File: config.mk
export PLATFORM = sky130hd
export DESIGN_NAME = ser_rx_det
export DESIGN_NICKNAME = d
export VERILOG_FILES = /design/src/rtl/ser_rx_det.sv
export SDC_FILE = /design/constraint.sdc
export NUM_CORES = 1
export LEC_CHECK = 0
export CAP_MARGIN = 5
export CELL_PAD_IN_SITES_DETAIL_PLACEMENT = 0
export CELL_PAD_IN_SITES_GLOBAL_PLACEMENT = 1
export CORE_AREA = 2 2 62 64
export CTS_CLUSTER_SIZE = 30
export DETAILED_ROUTE_END_ITERATION = 12
export DIE_AREA = 0 0 64 66
export PLACE_DENSITY = 0.8
export SLEW_MARGIN = 10
export SYNTH_ARGS = -nofsm -noshare
export SYNTH_HDL_FRONTEND = slang
export SYNTH_SLANG_ARGS = --single-unit
File: constraint.sdc
create_clock -name i_clk -period 2.35 [get_ports i_clk]
set_input_delay 0.47 -clock i_clk [delete_from_list [all_inputs] [get_ports i_clk]]
set_output_delay 0.47 -clock i_clk [all_outputs]
set_load 0.005 [all_outputs]
File: src/rtl/ser_rx_det.sv
// Serial receive stage: deserializes an enabled bit stream into bytes
// (first bit received becomes the MSB) and, on the same stream, detects
// a 4-bit PATTERN with overlapping matches and a saturating match count.
// i_clr is a synchronous clear that overrides i_en. The byte output
// keeps its last value across a clear.
module ser_rx_det #(
  parameter logic [3:0]  PATTERN = 4'b1011,
  parameter int unsigned CNT_W   = 8
) (
  input  logic             i_clk,
  input  logic             i_rst_n,
  input  logic             i_data,
  input  logic             i_en,
  input  logic             i_clr,
  output logic [7:0]       o_byte,
  output logic             o_byte_vld,
  output logic             o_match,
  output logic [CNT_W-1:0] o_match_cnt
);

  // Detector arming: no match is possible until four samples are in history.
  typedef enum logic [0:0] {
    ST_FILL  = 1'b0,
    ST_ARMED = 1'b1
  } det_state_e;

  localparam logic [CNT_W-1:0] CNT_MAX = {CNT_W{1'b1}};
  localparam logic [CNT_W-1:0] CNT_ONE = {{(CNT_W-1){1'b0}}, 1'b1};

  // Saturating increment: the count holds at all-ones instead of wrapping.
  function automatic logic [CNT_W-1:0] sat_inc(input logic [CNT_W-1:0] v);
    if (v == CNT_MAX) begin
      sat_inc = v;
    end else begin
      sat_inc = v + CNT_ONE;
    end
  endfunction

  // Deserializer state
  logic [2:0]       bit_cnt_r;
  logic [6:0]       shift_r;
  // Detector state
  logic [3:0]       hist_r;
  logic [2:0]       fill_r;
  det_state_e       state_r;
  det_state_e       state_nxt_s;
  // Output registers
  logic [7:0]       byte_r;
  logic             byte_vld_r;
  logic             match_r;
  logic [CNT_W-1:0] match_cnt_r;

  // Combinational helpers
  logic             accept_s;
  logic             byte_done_s;
  logic [3:0]       hist_nxt_s;
  logic [2:0]       fill_nxt_s;
  logic             match_hit_s;

  // Sample qualification and the post-shift view of the detector for this edge.
  always_comb begin
    accept_s    = i_en & ~i_clr;
    hist_nxt_s  = {hist_r[2:0], i_data};
    byte_done_s = 1'b0;
    match_hit_s = 1'b0;
    if (fill_r == 3'd4) begin
      fill_nxt_s = 3'd4;
    end else begin
      fill_nxt_s = fill_r + 3'd1;
    end
    if (accept_s && (bit_cnt_r == 3'd7)) begin
      byte_done_s = 1'b1;
    end else begin
      byte_done_s = 1'b0;
    end
    // The current sample counts toward the fill, so the 4th sample can match.
    if (accept_s && (fill_nxt_s == 3'd4) && (hist_nxt_s == PATTERN)) begin
      match_hit_s = 1'b1;
    end else begin
      match_hit_s = 1'b0;
    end
  end

  // Detector FSM next state: arm on the 4th accepted sample, disarm only on clear.
  always_comb begin
    state_nxt_s = state_r;
    case (state_r)
      ST_FILL: begin
        if (i_clr) begin
          state_nxt_s = ST_FILL;
        end else if (accept_s && (fill_nxt_s == 3'd4)) begin
          state_nxt_s = ST_ARMED;
        end else begin
          state_nxt_s = ST_FILL;
        end
      end
      ST_ARMED: begin
        if (i_clr) begin
          state_nxt_s = ST_FILL;
        end else begin
          state_nxt_s = ST_ARMED;
        end
      end
      default: begin
        state_nxt_s = ST_FILL;
      end
    endcase
  end

  // Detector FSM state register.
  always_ff @(posedge i_clk or negedge i_rst_n) begin
    if (!i_rst_n) begin
      state_r <= ST_FILL;
    end else begin
      state_r <= state_nxt_s;
    end
  end

  // Deserializer shift register and bit counter; the counter wraps 7 -> 0 naturally.
  always_ff @(posedge i_clk or negedge i_rst_n) begin
    if (!i_rst_n) begin
      bit_cnt_r <= 3'd0;
      shift_r   <= 7'd0;
    end else if (i_clr) begin
      bit_cnt_r <= 3'd0;
      shift_r   <= 7'd0;
    end else if (accept_s) begin
      bit_cnt_r <= bit_cnt_r + 3'd1;
      shift_r   <= {shift_r[5:0], i_data};
    end else begin
      bit_cnt_r <= bit_cnt_r;
      shift_r   <= shift_r;
    end
  end

  // Detector history and saturating fill counter.
  always_ff @(posedge i_clk or negedge i_rst_n) begin
    if (!i_rst_n) begin
      hist_r <= 4'd0;
      fill_r <= 3'd0;
    end else if (i_clr) begin
      hist_r <= 4'd0;
      fill_r <= 3'd0;
    end else if (accept_s) begin
      hist_r <= hist_nxt_s;
      fill_r <= fill_nxt_s;
    end else begin
      hist_r <= hist_r;
      fill_r <= fill_r;
    end
  end

  // Byte output register and its one-cycle valid pulse; the byte survives a clear.
  always_ff @(posedge i_clk or negedge i_rst_n) begin
    if (!i_rst_n) begin
      byte_r     <= 8'h00;
      byte_vld_r <= 1'b0;
    end else if (i_clr) begin
      byte_r     <= byte_r;
      byte_vld_r <= 1'b0;
    end else if (byte_done_s) begin
      byte_r     <= {shift_r, i_data};
      byte_vld_r <= 1'b1;
    end else begin
      byte_r     <= byte_r;
      byte_vld_r <= 1'b0;
    end
  end

  // Match pulse and saturating match counter.
  always_ff @(posedge i_clk or negedge i_rst_n) begin
    if (!i_rst_n) begin
      match_r     <= 1'b0;
      match_cnt_r <= {CNT_W{1'b0}};
    end else if (i_clr) begin
      match_r     <= 1'b0;
      match_cnt_r <= {CNT_W{1'b0}};
    end else if (match_hit_s) begin
      match_r     <= 1'b1;
      match_cnt_r <= sat_inc(match_cnt_r);
    end else begin
      match_r     <= 1'b0;
      match_cnt_r <= match_cnt_r;
    end
  end

  assign o_byte      = byte_r;
  assign o_byte_vld  = byte_vld_r;
  assign o_match     = match_r;
  assign o_match_cnt = match_cnt_r;

endmodule

# Yosys cells after proc, flatten, opt, wreduce, memory -nomap -nowiden
# Cells that the tools add are included.
# classes
addsub	3
n_eq_ne	6
muxes	18
n_bitwise	2
n_reduce_logical	7
# ops
operator	count
2-to-1 mux 8 bit	3
2-to-1 mux 3 bit	7
2-to-1 mux 7 bit	2
equality test 3 bit (second input constant)	3
adder 8 x 1 -> 8 bit (second input constant)	1
equality test 8 bit (second input constant)	1
adder 3 x 1 -> 3 bit (second input constant)	2
2-to-1 mux 1 bit	6
equality test 4 bit (second input constant)	1
AND reduction 2 bit	2
nonzero test 2 bit	2
logical AND 1 bit	3
!= test 2 bit (second input constant)	1
AND 1 bit	1
inverter 1 bit	1
# totals
ff_bits	34
inputBits	5
output_inout_bits	18
elab_cells	44

# Logic depth before layout (Yosys ltp)
# Gate-level depths: netlist (run 1).
# depth
ltp_word	8
depth_mapped	8
depth_no_buf	7

# Worst setup path before layout (run 1)
# Ideal clock, no wire load.
# synth_path
path_kind	reg-to-reg
from	register fill_r[0]
to	register match_cnt_r[4] (netlist: o_match_cnt[4])
setup_time_ns	0.078
arrival_time_ns	1.836
t_required_ns	2.272
setup_slack_ns	0.436
path_stages_with_launch	9
n_path_buf	1
synth_period_minus_slack_ns	1.914
cell_sequence	dfrtp_1 > inv_1 > ha_1 > and4bb_1 > and3_2 > nand3_2 > buf_6 > or3_1 > a21oi_1
# synth_between
elab_chain_cells	8
word_cells_on_any_way	9
classes_between	add/sub (1); eq/ne (2); mux (2); reduce/logical (4)
# synth_rtl
element	line_no	rtl
from (decl)	44	logic [2:0] fill_r;
from (signal assigned)	146	fill_r <= fill_nxt_s;
from (signal assigned)	149	fill_r <= fill_r;
adder 3 x 1 -> 3 bit or equality test 3 bit (tied branches)	69, 66	
2-to-1 mux 3 bit (*)	66	if (fill_r == 3'd4) begin
equality test 3 bit (*)	n/a	
logical AND 1 bit (*)	n/a	
logical AND 1 bit (*)	77	if (accept_s && (fill_nxt_s == 3'd4) && (hist_nxt_s == PATTERN)) begin
2-to-1 mux 1 bit (*)	77	
nonzero test 2 bit (no source line) (*)	n/a	
AND reduction 2 bit (no source line) (*)	n/a	
to (signal assigned)	174	match_cnt_r <= {CNT_W{1'b0}};
to (signal assigned)	177	match_cnt_r <= {CNT_W{1'b0}};
to (signal assigned)	180	match_cnt_r <= sat_inc(match_cnt_r);
to (decl)	51	logic [CNT_W-1:0] match_cnt_r;
# Mark *: on every way between the ends. The rest lies on a longest branch, timed or not.
# A chain may end at the register's enable or synchronous reset.

# Final worst setup path (run 1)
# layout_path
from	register fill_r[0]
to	register match_cnt_r[7] (netlist: o_match_cnt[7])
# The elaborated chain is that of the path after synthesis.

==> flow_summary.toml, run 1 <==
[synth]
synthAdderAreaFrac_pct = 4.452
synth_compound_area_share_pct = 6.055
avgSynthCellArea_um2 = 11.71
synth_nets = 130
ys_seq_elements = 31
synth_xor_area_share_pct = 1.870
synth.distinct_cells = 30
synth_top_family_by_area = "simple AND/OR/NAND/NOR gates"
synth_cells = 120
synth_area_um2 = 1405
ys_seq_area_share_pct = 55.21
synth.area.mux_share_pct = 14.25
yosys_warnings = 0
yosys.area_share.simple_pct = 15.14

[setup_path]
path_cells = "inv_1 > ha_1 > and4bb_1 > and3_2 > nand3_2 > or4_1 > a21oi_1"
cp_top_family = "simple AND/OR/NAND/NOR gates"
endpoint_kind = "flop"
critPathLaunchType = "flop"
crit_buf_inv = 1
cpPeakStageDelay_ns = 0.49
cp_max_fo = 9
cp_data_required_time_ns = 2.61
worstPathArrival_ns = 2.43
crit_slowest_cell = "or4_1"
crit_type = "flop to flop"

[route]
routedWlPerCell_um = 12.89
vias = 983
vias_per_cell = 4.990
dr.pass1.iters = 6
remaining_drc_errors = 0
drtIter0Drc = 108
final_antenna_net_count = 0
wirelength_um = 2539

[timing]
fmax_mhz = 462.0
finalSetupViolations = 0
post-route-period-util_pct = 92.10
tightest_slew_ns = 0.3966
final.setup.tns_ns = 0
slew_violations = 0
hold_viol = 0
skew_ns = 0.002151
period_minus_slack_ns = 2.164
grt_setup_unrepaired = "no"
max_slew_margin_pct = 73.56

[clock_network]
cts_sinks = 31
clk_latency_ns = 0.33
post_cts_resized = 0
post-cts-setup-buffers = 0
cts_made_buffers = 5
clk_pin_slew_worst_paths_ns = 0.09
ctsLongestPathBuffers = 2
htreeDepth = 2
tritoncts = "yes"
hold_buffers = 0
root_buffer = "clkbuf_4"

[placed_design]
placed_cell_area_um2 = 1684
dpl.hpwl_um = 1743
globalplace.congestion = 0.7991
portBuffers = 22

[power]
p_leak_nw = 0.8334
ir_drop_mv = 0.3415
power_density_nw_per_um2 = 589.0

[min_path]
hp-class = "flop to flop"

[grt]
grt_pass1_wl_um = 4498
antenna_found_initial = 0
gr-usage-all-layers_pct = 14.02
grt_pass1_vias = 989
overflow = 0
grt_max_degree = 32

[job]
cap_violations = 0

[floorplan]
rows = 22
die_w_um = 64
core_region_area_um2 = 3551
initial_utilization_pct = 39.57
die_area_um2 = 4224
pin_count = 23
die_y_um = 66

[layout]
layout_commonest_cell = "dfrtp_1"
fill_cells = 319
fin_nets = 158
drive_gt1_share_pct = 16.11
n_antenna_cell = 0
final_area_um2 = 1770
area_growth_pct = 26.00
most-common-layout-cells = "dfrtp_1 (31), clkdlybuf4s50_1 (22), nor2_1 (14)"

[outcome]
outcome = "complete, no violations"
## where the power goes
part | total [mW] | internal (mW) | leakage (nW) | switching [mW]
Sequential | 0.548 | 0.541 | 0.429 | 0.00685
Combinational | 0.0607 | 0.0261 | 0.356 | 0.0346
Clock | 0.434 | 0.251 | 0.0482 | 0.183
## final timing paths
check                               start  slack [ns]              to  cells past startpoint
worst max-delay path            fill_r[0]        0.19  o_match_cnt[7]                      7
worst min-delay path            o_byte[5]        0.51       o_byte[5]                      1
worst max register to register  fill_r[0]        0.19  o_match_cnt[7]                      7
min in group asynchronous         i_rst_n        0.52  o_match_cnt[1]                      2
max in group asynchronous         i_rst_n        1.54  o_match_cnt[0]                      2
worst min register to register  o_byte[5]        0.51       o_byte[5]                      1
## cell usage after synthesis
library cell  count  area, um2
or4_1             1      7.510
clkbuf_1          2      7.510
and2_1            2      12.51
nand3_2           1      10.01
nor2b_1           1      6.260
nand4_1           4      25.02
and3_2            1      7.510
nand2_1           2      7.510
and2b_1           1      7.510
nor2_1           14      52.55
and4bb_1          1      12.51
inv_1             3      11.26
or3_1             4      25.02
buf_4             1      7.510
mux2_2            8      90.09
buf_6             1      11.26
mux2i_1          11      110.1
xor2_1            2      17.52
a21oi_1           8      40.04
nand3_1           4      20.02
a311oi_1          1      8.760
dfrtp_1          31      775.7
a21oi_2           1      8.760
buf_2             1      5.000
o31ai_1           1      7.510
xnor2_1           1      8.760
ha_1              5      62.56
o21ai_0           4      20.02
nand2b_1          2      12.51
or2_2             1      6.260
## cell type report
| type | count | area (um2) | area share, % |
|---|---|---|---|
| timing repair buffer | 26 | 250.2 | 14.13 |
| sequential | 31 | 775.7 | 43.82 |
| multi-input combinational | 81 | 586.8 | 33.14 |
| clock inverter | 2 | 35.03 | 1.979 |
| clock buffer | 6 | 51.30 | 2.898 |
| inverter | 3 | 11.26 | 0.6360 |
| tap | 48 | 60.06 | 3.392 |
## per-layer routing
metal | global-route usage [%] | routed length [um]
met4 | 5.707 | 29
met1 | 16.81 | 1136
met2 | 22.66 | 1248
met3 | 5.281 | 124
met5 | 0 | 0
## worst register-to-register path: cells and delay by family, from the launching register on
kind,cells,cell delay [ns]
adders and majority gates,1,0.32
AOI/OAI and AO/OA,1,0.17
buffers and inverters,1,0.08
DFF,1,0.43
and+or+nand+nor,4,1.10
## kinds of logic after synthesis
logic type | after synthesis
AND/OR/NAND/NOR | 39
multiplexers | 19
adder cells (fa/ha/maj) | 5
XOR/XNOR | 3
flip-flops | 31
AO/OA/AOI/OAI | 15
buffers and inverters | 8
## through the flow
| step | std cells | power [mW] | hold WS, ns | utilization (%) | setup slack, ns |
|---|---|---|---|---|---|
| after CTS | 197 | 1.064 | 0.5146 | 49.86 | 0.1642 |
| after global placement | 189 | 0.6186 | 0.4886 | 47.43 | 0.1531 |
| after global routing | 197 | 1.098 | 0.5317 | 49.86 | 0.08136 |
| after detailed placement | 189 | 0.6209 | 0.4913 | 47.43 | 0.09462 |
| final | 197 | 1.043 | 0.5110 | 49.86 | 0.1856 |
| after floorplan | 120 | 0.5925 | 0.1744 | - | 0.4355 |
## flip-flops by register name, indices dropped and copies added, names as in the netlist
signal,count
o_byte_vld,1
bit_cnt_r,3
o_byte,8
o_match,1
fill_r,3
o_match_cnt,8
shift_r,7
Power figures use the tool's default switching activity.
==> inputs of run 2 (changes only) <==
Settings changed: ABC_AREA set to 1, CORE_AREA 2 2 62 64 to 2 2 65 67, DIE_AREA 0 0 64 66 to 0 0 67 69.
==> run 2 against run 1 <==
Synthesized area up 5.6%. Worst hold slack worse by 0.025 ns. Sequential share of layout area down 2.1 points.
==> flow_summary.toml, run 2 <==
[outcome]
outcome = "complete, no violations"

[timing]
post-route-period-util_pct = 80.66
tightest_slew_ns = 0.5079
layout_setup_ws_ns = 0.4545
grt_setup_unrepaired = "no"
finalSetupViolations = 0
fmax_mhz = 527.6
hold_viol = 0
period_minus_slack_ns = 1.895
slew_violations = 0
final.setup.tns_ns = 0
skew_ns = 0.002499
max_slew_margin_pct = 66.04

[synth]
synth_area_um2 = 1484
synthFlopType = "dfrtp_1"
yosys_warnings = 0
synthDominantCellAreaShare_pct = 52.28
ys_seq_area_share_pct = 52.28
synth_top_cell_by_area = "dfrtp_1"
ys_top_cells_by_area = "dfrtp_1 (52%), nand2_1 (11%), inv_1 (5.1%)"
synthArstFlopShare_pct = 100.0
ys_seq_elements = 31
synth.distinct_cells = 25
synth.most_common_cell = "nand2_1"
yosys-top-cells-count = "nand2_1 (45), dfrtp_1 (31), inv_1 (20), nor2_1 (16), o21ai_0 (10)"
avgSynthCellArea_um2 = 8.886
synth_cells = 167
synth_nets = 177
synth_edf_count = 0

[placed_design]
placed_cell_area_um2 = 1758
dpl.hpwl_um = 2125
pre_cts_slack_ns = 0.1712
globalplace.congestion = 0.8026
place_inst = 238
portBuffers = 22

[route]
vias_per_cell = 4.841
final_antenna_net_count = 0
remaining_drc_errors = 0
dr.pass1.iters = 4
vias = 1191
wirelength_um = 2883
routedWlPerCell_um = 11.72
drtIter0Drc = 53

[min_path]
whs_path_depth = 2
worstHoldStart = "o_byte[5]"
hp-class = "flop to flop"
min_to = "o_byte[5]"

[clock_network]
ctsLongestPathBuffers = 2
htreeDepth = 2
hold_buffers = 0
tritoncts = "yes"
clk_latency_ns = 0.28
post_cts_resized = 0
clk_pin_slew_worst_paths_ns = 0.06
cts_made_buffers = 5
post-cts-setup-buffers = 0
cts_sinks = 31
root_buffer = "clkbuf_8"

[layout]
n_antenna_cell = 0
final_cells = 246
multiInputGateArea_um2 = 605.6
most-common-layout-cells = "nand2_1 (45), dfrtp_1 (31), clkdlybuf4s50_1 (22)"
layout.area.seq_um2 = 775.7
drive_gt1_share_pct = 7.143
fin_nets = 205
area_growth_pct = 25.21
fill_cells = 404
layout_commonest_cell = "nand2_1"
final_area_um2 = 1858

[grt]
grt_pass1_vias = 1183
gr-max-usage-layer = "met2"
use_met3_pct = 4.405
grt_pass1_wl_um = 5195
antenna_found_initial = 0
overflow = 0
gr-usage-all-layers_pct = 14.88
grt_util_met1_pct = 19.34
grt_max_degree = 32
use_met2_pct = 22.00

[setup_path]
cp_data_required_time_ns = 2.54
cp_max_fo = 10
ff2ff_setup_slack_ns = 0.72
reg2regPathDepth = 9
rr_startpoint = "fill_r[0]"
crit_buf_inv = 2
worstReg2RegEnd = "o_match_cnt[6]"
path_cells = "clkdlybuf4s50_1 > nor2_1 > clkinv_1 > o22ai_1"
endpoint_kind = "flop"
crit_slowest_cell = "clkdlybuf4s50_1"
critPathLaunchType = "primary input"
cpPeakStageDelay_ns = 0.67
crit_type = "primary input to flop"
worstPathArrival_ns = 2.08
cp_top_family = "buffers and inverters"

[floorplan]
die_w_um = 67
die_area_um2 = 4623
initial_utilization_pct = 37.92
core_region_area_um2 = 3914
die_y_um = 69
rows = 23
pin_count = 23

[power]
power_density_nw_per_um2 = 576.2
p_leak_nw = 0.8611
ir_drop_mv = 0.3467

[job]
cap_violations = 0
==> run 2: metrics by stage <==
stage          util, %  power, mW  hold slack (ns)
6_report         47.47      1.071           0.4855
2_1_floorplan        -     0.6012           0.1744
4_1_cts          47.47      1.088           0.4925
5_1_grt          47.47      1.126           0.5197
3_5_place_dp     44.92     0.6333           0.4769
3_3_place_gp     44.92     0.6312           0.4694
==> run 2: logic make-up (layout without fill, tap and decap cells) <==
logic type,Yosys count,count (layout),synth area share [%]
simple gates,81,81,26.22
flops,31,31,52.28
buf+inv,25,54,6.913
compound gates,23,23,9.191
fa+ha+maj,5,5,4.216
xor+xnor,2,2,1.181
==> run 2: where the power goes <==
part / internal, mW / switching, mW / leakage, nW
logic: 0.0252 / 0.0451 / 0.382
clock network: 0.267 / 0.182 / 0.0515
registers: 0.544 / 0.00782 / 0.428
==> run 2: layout make-up <==
| cell class | instances | share of cell area (%) |
|---|---|---|
| sequential | 31 | 41.75 |
| multi-input combinational | 111 | 32.59 |
| timing repair buffer | 23 | 12.26 |
| clock buffer | 8 | 5.387 |
| inverter | 23 | 4.646 |
| tap | 50 | 3.367 |
==> run 2: worst reg2reg max path, delay by kind of cell (launching register included) <==
family                     cells  cell delay (ns)
adders and majority gates      1             0.24
and+or+nand+nor                6             0.78
DFF                            1             0.38
buffers and inverters          2             0.18
==> run 2: worst max path at each step <==
stage               startpoint        endpoint  cells after the start
global placement         i_clr       fill_r[1]                      4
floorplan            fill_r[0]  o_match_cnt[2]                      9
global route             i_clr      shift_r[0]                      4
finish                   i_clr       fill_r[0]                      4
detailed placement       i_clr       fill_r[0]                      4
CTS                      i_clr       fill_r[0]                      4
==> run 2: routing by layer <==
metal	vias up	share of wire, %
li1	597	-
met1	554	47
met2	35	45
met3	5	5.8
met4	0	1.3
met5	-	0
==> inputs of run 3 (changes only) <==
Settings changed: CORE_AREA 2 2 65 67 to 2 2 68 70, DIE_AREA 0 0 67 69 to 0 0 70 72, PLACE_DENSITY 0.8 to 0.77.
Clock period 2.35 ns to 1.5 ns, I/O delays scaled along.
==> run 3 against run 2 <==
Clock power grew 61%. Via count up 8.6%. Critical path depth down 3. Critical endpoint is now o_match_cnt[5]. Largest power group unchanged.
==> flow_summary.toml, run 3 (synthesized netlist as in run 2, its figures left out) <==
[outcome]
outcome = "complete, no violations"

[clock_network]
tritoncts = "yes"
hold_buffers = 0
clk_latency_ns = 0.28
htreeDepth = 2
cts_sinks = 31
cts_made_buffers = 5
root_buffer = "clkbuf_8"
ctsLongestPathBuffers = 2
clk_pin_slew_worst_paths_ns = 0.07

[grt]
grt_pass1_wl_um = 5823
grt_util_met1_pct = 17.49
grt_max_degree = 32
antenna_found_initial = 0
use_met2_pct = 24.66
overflow = 0
gr-usage-all-layers_pct = 14.39
use_met3_pct = 3.750
gr-max-usage-layer = "met2"
grt_pass1_vias = 1317

[layout]
layout_commonest_cell = "nand2_1"
fill_cells = 431
fin_nets = 234
multiInputGateArea_um2 = 700.7
n_antenna_cell = 0
area_growth_pct = 48.48
most-common-layout-cells = "nand2_1 (37), dfrtp_1 (29), buf_4 (25)"
final_area_um2 = 2203
drive_gt1_share_pct = 29.33
layout.area.seq_um2 = 778.2

[timing]
tightest_slew_ns = 0.2824
max_slew_margin_pct = 81.15
whs_ns = 0.3770
period_minus_slack_ns = 1.448
slew_violations = 0
hold_viol = 0
fmax_mhz = 690.8
skew_ns = 0.01007
grt_setup_unrepaired = "yes"
finalSetupViolations = 0
post-route-period-util_pct = 96.50

[power]
power_density_nw_per_um2 = 808.8
p_leak_nw = 1.041
ir_drop_mv = 0.5218
p_comb_share_pct = 11.0
clockPowerShare_pct = 40.5
power.internal_mw = 1.365
p_seq_share_pct = 48.5
switchingPower_mw = 0.4168
p_sw_share_pct = 23.39

[floorplan]
pin_count = 23
die_y_um = 72
rows = 24
die_area_um2 = 5040
core_region_area_um2 = 4264
die_w_um = 70
initial_utilization_pct = 34.80

[setup_path]
critPathLaunch = "o_match_cnt[5]"
cpPeakStageDelay_ns = 0.49
worstPathArrival_ns = 1.15
cp_max_fo = 2
rr_startpoint = "o_match_cnt[0]"
crit_slowest_cell = "clkdlybuf4s50_1"
crit_buf_inv = 1
cp_top_family = "buffers and inverters"
critPathLaunchType = "flop"
path_cells = "clkdlybuf4s50_1"
crit_type = "flop to primary output"
endpoint_kind = "primary output"
cp_data_required_time_ns = 1.20

[route]
final_antenna_net_count = 0
vias_per_cell = 4.668
routedWlPerCell_um = 12.22
vias = 1293
remaining_drc_errors = 0
dr.pass1.iters = 4
wirelength_um = 3384
drtIter0Drc = 83

[placed_design]
portBuffers = 22
dpl.hpwl_um = 2205
placed_cell_area_um2 = 1921
globalplace.congestion = 0.8119

[job]
cap_violations = 0

[min_path]
hp-class = "primary input to asynchronous set/reset pin"
==> run 3: layout make-up <==
type / instances / area share [%]
clock buffers: 8 / 4.543
inverters: 23 / 4.032
multi-input cells: 112 / 31.80
flip-flops and latches: 31 / 35.32
well taps: 52 / 2.953
repair buffers: 51 / 21.35
==> run 3: layer usage <==
| metal | vias to the layer above | part of all wire [%] | routed length [um] |
|---|---|---|---|
| met4 | 0 | 0.86 | 29 |
| met1 | 608 | 45 | 1522 |
| li1 | 657 | - | - |
| met5 | - | 0 | 0 |
| met2 | 23 | 50 | 1691 |
| met3 | 5 | 4.1 | 140 |
==> run 3: worst paths after layout <==
kind                                   to  slack (ns)  depth (start not counted)
min in group i_clk              o_byte[5]        0.48                          2
max                        o_match_cnt[5]        0.05                          1
min                        o_match_cnt[1]        0.38                          2
max in group asynchronous  o_match_cnt[3]        0.95                          2
max reg2reg                o_match_cnt[0]        0.06                          9
min reg2reg                     o_byte[5]        0.48                          2
==> run 3: power groups by stage <==
stage / Clock, mW / Sequential, mW / Combinational, mW
floorplan: 0 / 0.877 / 0.0646
global placement: 0 / 0.876 / 0.157
detailed placement: 0 / 0.877 / 0.158
CTS: 0.738 / 0.862 / 0.163
global route: 0.777 / 0.867 / 0.220
finish: 0.722 / 0.864 / 0.196
==> run 3: metrics by stage <==
| step | std cells | setup WS [ns] | utilization (%) | total power, mW | setup TNS, ns |
|---|---|---|---|---|---|
| floorplan | 167 | 0.04915 | - | 0.9419 | 0 |
| global placement | 258 | -0.2021 | 45.04 | 1.033 | -2.786 |
| detailed placement | 258 | -0.1931 | 45.04 | 1.035 | -2.780 |
| CTS | 274 | -0.01292 | 49.06 | 1.762 | -0.01292 |
| global route | 277 | -0.03420 | 51.67 | 1.863 | -0.1804 |
| finish | 277 | 0.05248 | 51.67 | 1.782 | 0 |
==> run 3: repair_timing <==
| item | 4_1_cts | 5_1_grt |
|---|---|---|
| gates cloned | 0 | 1 |
| endpoints found under the hold margin | 0 | 0 |
| gates resized for setup | 7 | 26 |
| setup buffers | 8 | 2 |
| setup endpoints to repair | 16 | 9 |
| pin swaps | 0 | 11 |
